<file path="src/rtl/regfile_pkg.sv">
// Shared register-file types, used by the writeback arbiter, the scoreboard,
// the register file and the issue logic.
package regfile_pkg;
    localparam int NUM_REGS   = 8;
    localparam int REG_ADDR_W = 3;
    localparam int DATA_W     = 32;

    typedef logic [REG_ADDR_W-1:0] reg_addr_t;
    typedef logic [DATA_W-1:0]     reg_data_t;
endpackage

</file>
<file path="src/rtl/regfile_scoreboard.sv">
// Pending-write scoreboard: one bit per register, set at issue, cleared at commit.
module regfile_scoreboard
    import regfile_pkg::*;
(
    input  logic                clk,
    input  logic                rst_n,
    input  logic                set,
    input  reg_addr_t           set_addr,
    input  logic                clr,
    input  reg_addr_t           clr_addr,
    output logic [NUM_REGS-1:0] pending
);
    logic [NUM_REGS-1:0] set_mask;
    logic [NUM_REGS-1:0] clr_mask;
    logic [NUM_REGS-1:0] pending_next;

    // Set is OR-ed in after the clear so a newer producer keeps its bit.
    always_comb begin
        set_mask     = '0;
        clr_mask     = '0;
        set_mask[set_addr] = set;
        clr_mask[clr_addr] = clr;
        pending_next = (pending & ~clr_mask) | set_mask;
    end

    always_ff @(posedge clk or negedge rst_n) begin
        if (!rst_n) pending <= '0;
        else        pending <= pending_next;
    end
endmodule

</file>
<file path="src/rtl/regfile_wb_arbiter.sv">
// Register-file write-port arbiter (ALU vs load unit) with starvation guard,
// registered write port and pending-write scoreboard.
module regfile_wb_arbiter
    import regfile_pkg::*;
#(
    parameter int STARVE_LIMIT = 4
) (
    input  logic                clk,
    input  logic                rst_n,
    input  logic                alu_valid,
    input  reg_addr_t           alu_rd,
    input  reg_data_t           alu_data,
    output logic                alu_ready,
    input  logic                mem_valid,
    input  reg_addr_t           mem_rd,
    input  reg_data_t           mem_data,
    output logic                mem_ready,
    input  logic                issue_set,
    input  reg_addr_t           issue_rd,
    output reg_addr_t           rf_rc,
    output logic                rf_write_enable,
    output reg_data_t           rf_write_data,
    output logic [NUM_REGS-1:0] sb_pending
);
    localparam int CNT_W = $clog2(STARVE_LIMIT + 1);
    localparam logic [CNT_W-1:0] LIMIT = CNT_W'(STARVE_LIMIT);

    logic [CNT_W-1:0] starve_cnt;
    logic [CNT_W-1:0] starve_next;
    logic             alu_prio;

    // Mem wins ties unless the ALU has lost STARVE_LIMIT cycles in a row.
    always_comb begin
        alu_prio    = (starve_cnt == LIMIT);
        alu_ready   = alu_valid && (!mem_valid || alu_prio);
        mem_ready   = mem_valid && !(alu_valid && alu_prio);
        starve_next = starve_cnt;
        if (!alu_valid || alu_ready) starve_next = '0;
        else if (starve_cnt != LIMIT) starve_next = starve_cnt + 1'b1;
    end

    always_ff @(posedge clk or negedge rst_n) begin
        if (!rst_n) starve_cnt <= '0;
        else        starve_cnt <= starve_next;
    end

    always_ff @(posedge clk or negedge rst_n) begin
        if (!rst_n) begin
            rf_write_enable <= 1'b0;
            rf_rc           <= '0;
            rf_write_data   <= '0;
        end else begin
            rf_write_enable <= alu_ready || mem_ready;
            if (mem_ready) begin
                rf_rc         <= mem_rd;
                rf_write_data <= mem_data;
            end else if (alu_ready) begin
                rf_rc         <= alu_rd;
                rf_write_data <= alu_data;
            end
        end
    end

    regfile_scoreboard u_sb (
        .clk      (clk),
        .rst_n    (rst_n),
        .set      (issue_set),
        .set_addr (issue_rd),
        .clr      (rf_write_enable),
        .clr_addr (rf_rc),
        .pending  (sb_pending)
    );
endmodule

</file>
<file path="config.mk">
export PLATFORM = sky130hd
export DESIGN_NAME = regfile_wb_arbiter
export DESIGN_NICKNAME = d
export VERILOG_FILES = /design/src/rtl/regfile_pkg.sv /design/src/rtl/regfile_scoreboard.sv /design/src/rtl/regfile_wb_arbiter.sv
export SDC_FILE = /design/constraint.sdc
export NUM_CORES = 1
export LEC_CHECK = 0
export ABC_AREA = 1
export BUFFER_PORTS_ARGS = -buffer_cell sky130_fd_sc_hd__buf_2
export CAP_MARGIN = 20
export CORE_ASPECT_RATIO = 1.75
export CORE_UTILIZATION = 49
export DETAILED_ROUTE_END_ITERATION = 7
export GPL_ROUTABILITY_DRIVEN = 0
export PLACE_DENSITY = 0.85
export SLEW_MARGIN = 0
export SYNTH_ARGS = -nofsm -noshare
export SYNTH_HDL_FRONTEND = slang
export SYNTH_SLANG_ARGS = --single-unit
</file>
<file path="constraint.sdc">
create_clock -name clk -period 4.05 [get_ports clk]
set_input_delay 0.81 -clock clk [delete_from_list [all_inputs] [get_ports clk]]
set_output_delay 0.81 -clock clk [all_outputs]
set_load 0.01 [all_outputs]
</file>
After elaboration in Yosys (flattened, before gate mapping)
Index checks and enable logic that the tools add are counted.
- register bits after elaboration: 47
- bits in latches: 0
- RAM bits: 0
- memory bits (read-only): 0
- word-level logic and storage cells: 40
- memories kept: 0
- add/subtract/negate cells: 1
- multiply operators: 0
- div/mod/pow operators: 0
- order comparisons: 4
- eq/ne operators: 2
- shift operators: 0
- muxes and demuxes: 10
- bitwise gates (word level): 5
- reduce and logical (&&, ||, !) cells: 13
- operator list (kind ; count):
    two-way mux 32 bit ; 2
    bitwise AND 8 bit ; 3
    two-way mux 3 bit ; 4
    less-than comparator 3 x 4 -> 1 bit, second input constant ; 2
    inverter 8 bit ; 1
    bitwise OR 8 bit ; 1
    demux 1 bit (select 3 bit) ; 2
    >= comparator 3 x 1 -> 1 bit, second input constant ; 2
    logical AND 1 bit ; 5
    nonzero test 2 bit ; 2
    adder 3 x 1 -> 3 bit, second input constant ; 1
    equality test 3 bit, second input constant ; 1
    logical NOT 1 bit ; 3
    logical OR 1 bit ; 3
    != test 3 bit, second input constant ; 1
    two-way mux 1 bit ; 2

Logic depth before layout (Yosys ltp)
Gate-level depths: netlist of run 1.
- word-level depth: 8
- mapped depth: 9

Modules after synthesis
A second synthesis of run 1 with hierarchy kept.
- cell total of the unflattened synthesis: 379
- area total of the unflattened synthesis: 2549.9 sq um
- by module, submodules not included (module ; times used ; cells each ; area each (sq um) ; seq. area each (sq um)):
    regfile_wb_arbiter ; 1 ; 318 ; 2142.1 ; 975.9
    regfile_scoreboard ; 1 ; 61 ; 407.9 ; 200.2

Least setup slack after synthesis of run 1
OpenSTA, ideal clock, no wires.
- path type: input to output
- start point: input port mem_valid
- end point: output port mem_ready
- arrival time: 1.348 ns
- required time: 3.240 ns
- slack: 1.892 ns
- stages: 4
- path buffers: 2
- cell sequence: buf_4 nand2_2 buf_4 nand2_1
- word-level cells in the longest chain between the ends: 1
- ends and longest elaborated chain (item ; RTL line ; RTL):
    from (decl) ; regfile_wb_arbiter.sv:14 ; input logic mem_valid,
    logical AND 1 bit ; regfile_wb_arbiter.sv:36 ; mem_ready = mem_valid && !(alu_valid && alu_prio);
    to (decl) ; regfile_wb_arbiter.sv:17 ; output logic mem_ready,
Every way passes these cells.

Worst setup path in the final report of run 1
- start point: input port mem_valid
- end point: output port alu_ready
- word-level cells in the longest chain between the ends: 3
- ends and longest elaborated chain (item ; RTL line ; RTL):
    logical NOT 1 bit ; regfile_wb_arbiter.sv:35 ; alu_ready = alu_valid && (!mem_valid || alu_prio);
    logical OR 1 bit ; regfile_wb_arbiter.sv:35 ;
    logical AND 1 bit ; regfile_wb_arbiter.sv:35 ;
    to (decl) ; regfile_wb_arbiter.sv:13 ; output logic alu_ready,
Every way passes these cells.

==> flow_summary.yaml, run 1 <==
worst_setup_path:
  ff2ff_setup_slack_ns: 2.50
  crit_start: "mem_valid"
  required_ns: 3.24
  critPathMaxFanout: 38
  cp-end-kind: "primary output"
  worst_ep_arrival_time_ns: 2.19
  r2r-start: "starve_cnt[0]$_DFFE_PN0P_"
  start_kind: "input port"
  critical_path_class: "in -> out"
  r2r_cells: 9
  worstReg2RegEnd: "rf_write_data[26]$_DFFE_PN0P_"
flow_run:
  drv_cap: 0
die:
  io_pins: 124
  die_x_um: 55.87
  die_h_um: 96.28
  die-area_mm2: 0.005379
  core_mm2: 0.004935
  start_util_pct: 50.43
  rows: 34
place:
  dp_slack_ns: 1.052
  place.port_buffers: 123
  dp_hpwl_mm: 4.457
global_route:
  grt_max_degree: 48
  grt_util_all_layers_pct: 24.33
  grt_pass1_wl_mm: 10.37
  grt_antenna_before_repair: 0
  grt_pass1_vias: 2528
  grt_overflow: 0
yosys:
  synthMostInstantiatedCell: "nand2_1"
  syn-cell-area_mm2: 0.002489
  syn-instance-count: 360
  yosysWarningCount: 0
  synthFlopType: "dfrtp_1"
  ys_top_cells_by_count: "nand2_1 (190), dfrtp_1 (47), inv_1 (45)"
  synthArstFlopShare_pct: 100.0
  synth-seq-area-share_pct: 47.26
  synth_top_cells_by_area: "dfrtp_1 (47%), nand2_1 (29%), nand3_1 (7.0%), inv_1 (6.8%), o21ai_0 (3.2%)"
  synth_nets: 440
  avgSynthCellArea_um2: 6.913
  yosysTopAreaCellShare_pct: 47.26
  ys_ff_latch: 47
  synth-edff-count: 0
  synth.distinct_cells: 16
  yosysTopAreaCell: "dfrtp_1"
power_and_ir_drop:
  power.density_mw_per_mm2: 370.5
  vdd_ir_drop_max_v: 0.0003040
  power.leakage_nw: 2.049
clocking:
  cts_root_buffer: "clkbuf_8"
  clock_latency_ns: 0.29
  htree_num_levels: 2
  clock-sinks: 47
  holdBufCountCts: 0
  cts_made_buffers: 5
  cts_setup_buffers: 0
  clk_pin_slew_worst_paths_ns: 0.09
  cts-resized-gates: 0
  cts_tree: "done"
  clk_path_buf_depth: 2
finish:
  antenna_cells: 0
  final_layout_size_suffix_gt1_share_pct: 29.08
  syn2layout_area_growth_pct: 30.01
  nets: 557
  finish.utilization_pct: 65.57
sta:
  fin_skew_ns: 0.01010
  max_freq_ghz: 0.3331
  fin_crit_sh_pct: 74.14
  fin_crit_ns: 3.002
  setup_tns_ns: 0
  finalSetupViolCount: 0
  finalWorstSetupSlack_ns: 1.048
  rsz0062_at_grt: "false"
  relSlewSlack_pct: 44.61
  worst_slew_pin_slew_ns: 0.8289
  drv_slew: 0
  hold_violations: 0
outcome:
  status: "complete, no violations"
routing:
  totalWireLength_mm: 6.364
  route.detailed.drc: 0
  vias_per_cell: 4.932
  first_pass_iters: 6
  vias: 2624
  antenna_left: 0
  first_iter_violations: 120
  avgRoutedWirePerCell_um: 11.96
min_path:
  hold_class: "in -> async"
## cell usage in the layout (no fill, tap or decap)
cell / count
bufinv_16: 1
buf_12: 1
ha_1: 2
nand2_2: 2
inv_2: 1
buf_4: 3
nand3_1: 35
dfrtp_1: 47
nand2_1: 190
clkbuf_8: 6
nor3b_1: 1
clkinv_2: 1
xnor2_1: 1
nor2_4: 1
inv_1: 45
nor3_1: 2
o21ai_0: 16
buf_2: 123
## power breakdown
group | switching (mW) | total (mW) | leakage [nW] | internal, mW
logic | 0.163 | 0.279 | 1.42 | 0.115
clock network | 0.154 | 0.354 | 0.0612 | 0.200
registers | 0.0363 | 0.566 | 0.568 | 0.530
total | 0.354 | 1.20 | 2.05 | 0.845
## cell type report
type | count | area, µm²
clock buffers | 6 | 82.58
clock inverters | 2 | 35.03
fillers | 466 | 1699
inverters | 46 | 172.7
multi-input cells | 250 | 1044
flip-flops and latches | 47 | 1176
well taps | 54 | 67.56
repair buffers | 127 | 658.1
## cells by family (layout without fill, tap and decap cells)
kind of cell / after synthesis / in the layout / share of synthesized area (%)
AND/OR/NAND/NOR: 231 / 231 / 37.36
buffers and inverters: 63 / 181 / 10.81
flip-flops: 47 / 47 / 47.26
AO/OA/AOI/OAI: 16 / 16 / 3.218
adder cells (fa/ha/maj): 2 / 2 / 1.005
XOR/XNOR: 1 / 1 / 0.3520
## stage by stage
step | area [µm²] | hold slack [ns] | instances | power (mW)
finish | 3236 | 0.4702 | 532 | 1.199
global route | 3236 | 0.4941 | 532 | 1.276
CTS | 3216 | 0.4766 | 531 | 1.206
detailed placement | 3098 | 0.4597 | 523 | 0.8530
global placement | 3098 | 0.4567 | 523 | 0.8423
floorplan | 2489 | 0.4391 | 360 | 0.7158
## layer usage
layer,GRT usage (%),up-vias,part of all wire [%]
met3,3.898,14,5.6
met1,26.24,1206,38
li1,-,1308,-
met2,46.59,96,54
met5,0,-,0
met4,10.57,0,2.1
## worst max-delay path, stage by stage
cell and delay, ns:
buf_2 0.53, nand2_1 0.19, nand2_2 0.09, buf_4 0.34
inv_1 0.07, buf_2 0.15
## registers in the layout, summed over array words and instances (netlist names)
| name | flops |
|---|---|
| rf_write_data | 32 |
| u_sb.pending | 8 |
| rf_rc | 3 |
| starve_cnt | 3 |
| rf_write_enable | 1 |
## worst max-delay path by stage
stage / endpoint / slack (ns) / depth (start not counted)
finish: alu_ready / 1.05 / 6
global route: alu_ready / 0.95 / 6
CTS: alu_ready / 1.05 / 6
detailed placement: alu_ready / 1.05 / 6
global placement: alu_ready / 1.10 / 6
floorplan: mem_ready / 1.89 / 4
(Power assumes the default switching activity.)
==> run 2: changes to the inputs <==
- ABC_AREA: 1 -> 0
- CORE_UTILIZATION: 49 -> 42
- PLACE_DENSITY: 0.85 -> 0.77
- clock period: 4.05 -> 2.6 ns (I/O delays scaled with it)
==> run 2 against run 1 <==
Net effect:
- count of clock-buffer cells in the layout down 1
- largest cell class unchanged
- synthesized cell count down 32%
- synthesized area up 2.6%
- first-iteration DRC count down 42%
- cell count down 17%
- total power up 58%
==> flow_summary.yaml, run 2 <==
outcome:
  status: "complete, no violations"
finish:
  nets: 445
  final_layout_size_suffix_gt1_share_pct: 51.64
  reg_top3: "rf_write_data x32, u_sb.pending x8"
  final_cell_count_no_fill: 444
  multi_input_area_mm2: 0.001135
  fillerInstances: 571
  largest-register: "rf_write_data"
  seq_area_mm2: 0.001176
  final_common_cell: "buf_2"
  antenna_cells: 0
  layout_common_cells: "buf_2 (123), dfrtp_1 (47), inv_1 (37), o22ai_1 (35), a21oi_2 (29)"
  largest_reg_flops: 32
  syn2layout_area_growth_pct: 30.54
worst_setup_path:
  start_kind: "flop"
  cp_cell_sequence: "inv_1, ha_1, a21bo_1, and2_2, buf_2"
  critical_path_class: "reg -> out"
  worst_ep_arrival_time_ns: 1.48
  critPathMaxFanout: 4
  cp-end-kind: "primary output"
  critPathSlowestCell: "dfrtp_1"
  required_ns: 2.08
  crit_path_max_incr_delay_ns: 0.36
sta:
  relSlewSlack_pct: 58.07
  max_freq_ghz: 0.5005
  fin_skew_ns: 0.006521
  setup_tns_ns: 0
  fin_crit_ns: 1.998
  fin_crit_sh_pct: 76.85
  finalSetupViolCount: 0
  drv_slew: 0
  worst_slew_pin_slew_ns: 0.6289
  hold_violations: 0
  rsz0062_at_grt: "false"
power_and_ir_drop:
  power.leakage_nw: 1.673
  power.density_mw_per_mm2: 567.3
  vdd_ir_drop_max_v: 0.0003633
yosys:
  yosysTopAreaCell: "dfrtp_1"
  ys_top_cells_by_count: "dfrtp_1 (47), inv_1 (37), o22ai_1 (35)"
  synthArstFlopShare_pct: 100.0
  synth-seq-area-share_pct: 46.08
  syn-instance-count: 244
  yosysTopAreaCellShare_pct: 46.08
  synth-edff-count: 0
  yosysWarningCount: 0
  avgSynthCellArea_um2: 10.46
  synthFlopType: "dfrtp_1"
  synth_nets: 324
  syn-cell-area_mm2: 0.002552
  synth_top_cells_by_area: "dfrtp_1 (46%), a21oi_2 (10%), mux2_2 (8.8%), o22ai_1 (8.6%), mux2_1 (6.6%)"
  ys_ff_latch: 47
  synthMostInstantiatedCell: "dfrtp_1"
  synth.distinct_cells: 24
clocking:
  htree_num_levels: 2
  clk_path_buf_depth: 2
  clk_pin_slew_worst_paths_ns: 0.09
  cts_made_buffers: 5
  cts_root_buffer: "clkbuf_8"
  clock_latency_ns: 0.30
  holdBufCountCts: 0
  cts_tree: "done"
  cts-resized-gates: 0
  clock-sinks: 47
  cts_setup_buffers: 0
flow_run:
  drv_cap: 0
global_route:
  grt_antenna_before_repair: 0
  grt_overflow: 0
  grt_pass1_vias: 2193
  grt_max_degree: 40
  grt_pass1_wl_mm: 9.266
  grt_util_all_layers_pct: 19.10
die:
  die-area_mm2: 0.006405
  core_mm2: 0.005879
  rows: 37
  start_util_pct: 43.41
  die_x_um: 60.93
  io_pins: 124
  die_h_um: 105.1
routing:
  vias_per_cell: 5.092
  avgRoutedWirePerCell_um: 13.22
  antenna_left: 0
  first_iter_violations: 70
  totalWireLength_mm: 5.869
  route.detailed.drc: 0
  first_pass_iters: 4
  vias: 2261
min_path:
  hold_class: "in -> async"
place:
  dp_hpwl_mm: 4.482
  dpl.cell_count: 436
  place.port_buffers: 123
==> run 2: changes by cell type after synthesis, moves of 5 or more <==
cell,previous run,this run
buf_4,6,1
mux2_2,0,20
clkbuf_1,1,6
a21oi_1,0,7
nand3_1,35,0
mux2_1,0,15
o22ai_1,0,35
o21ai_0,16,11
nand2b_1,0,7
a21oi_2,0,29
inv_1,45,37
nand2_1,190,4
==> run 2: cell families after synthesis <==
logic type / synth area share, %
DFF: 46.08
AOI/OAI and AO/OA: 24.07
buffers and inverters: 9.509
adders and majority gates: 0.9802
and+or+nand+nor: 3.530
muxes: 15.83
==> run 2: routing by layer <==
| layer | share of wire [%] | vias to the layer above | GRT usage, % |
|---|---|---|---|
| li1 | - | 1105 | - |
| met1 | 38 | 1061 | 19.84 |
| met2 | 55 | 88 | 35.56 |
| met3 | 4.8 | 7 | 3.218 |
| met4 | 2.1 | 0 | 7.630 |
| met5 | 0 | - | 0 |
==> run 2: power breakdown <==
group	internal (mW)	switching [mW]	leakage, nW
registers	0.825	0.0497	0.556
logic	0.232	0.252	1.06
clock network	0.286	0.246	0.0581
total	1.34	0.547	1.67
==> run 2: final timing paths <==
kind                                      startpoint                       endpoint  slack, ns  depth (start not counted)
setup reg to reg           starve_cnt[0]$_DFFE_PN0P_  rf_write_data[15]$_DFFE_PN0P_       1.06                          6
setup / recovery           starve_cnt[0]$_DFFE_PN0P_                      alu_ready       0.60                          5
hold reg to reg            u_sb.pending[1]$_DFF_PN0_      u_sb.pending[1]$_DFF_PN0_       0.51                          2
max in group asynchronous                      rst_n  rf_write_data[15]$_DFFE_PN0P_       1.75                          2
hold / removal                                 rst_n   rf_write_data[1]$_DFFE_PN0P_       0.23                          1
min in group clk                         alu_data[9]   rf_write_data[9]$_DFFE_PN0P_       0.44                          3
==> run 2: metrics by stage <==
stage          hold WS [ns]  area (µm²)  util (%)  power (mW)  setup WS, ns
2_1_floorplan        0.2244        2552         -       1.164        0.7326
3_3_place_gp         0.4794        3219     54.76       1.363        0.6708
3_5_place_dp         0.4821        3219     54.76       1.379        0.6557
4_1_cts              0.2351        3332     56.67       1.917        0.5768
5_1_grt              0.2566        3332     56.67       2.010        0.5180
6_report             0.2338        3332     56.67       1.890        0.6018
==> run 2: worst max-delay path: cells and delay by family, from the launching register on <==
family          cells  cell delay, ns
buf+inv             2            0.20
compound gates      1            0.20
fa+ha+maj           1            0.23
simple gates        1            0.20
flops               1            0.36
==> run 2: cell type report <==
cell class              count  share of cell area [%]
repair buffers            130                   20.05
clock buffers               5                   2.065
multi-input cells         143                   34.06
flip-flops and latches     47                   35.30
well taps                  78                   2.929
clock inverters             3                   1.314
inverters                  38                   4.281
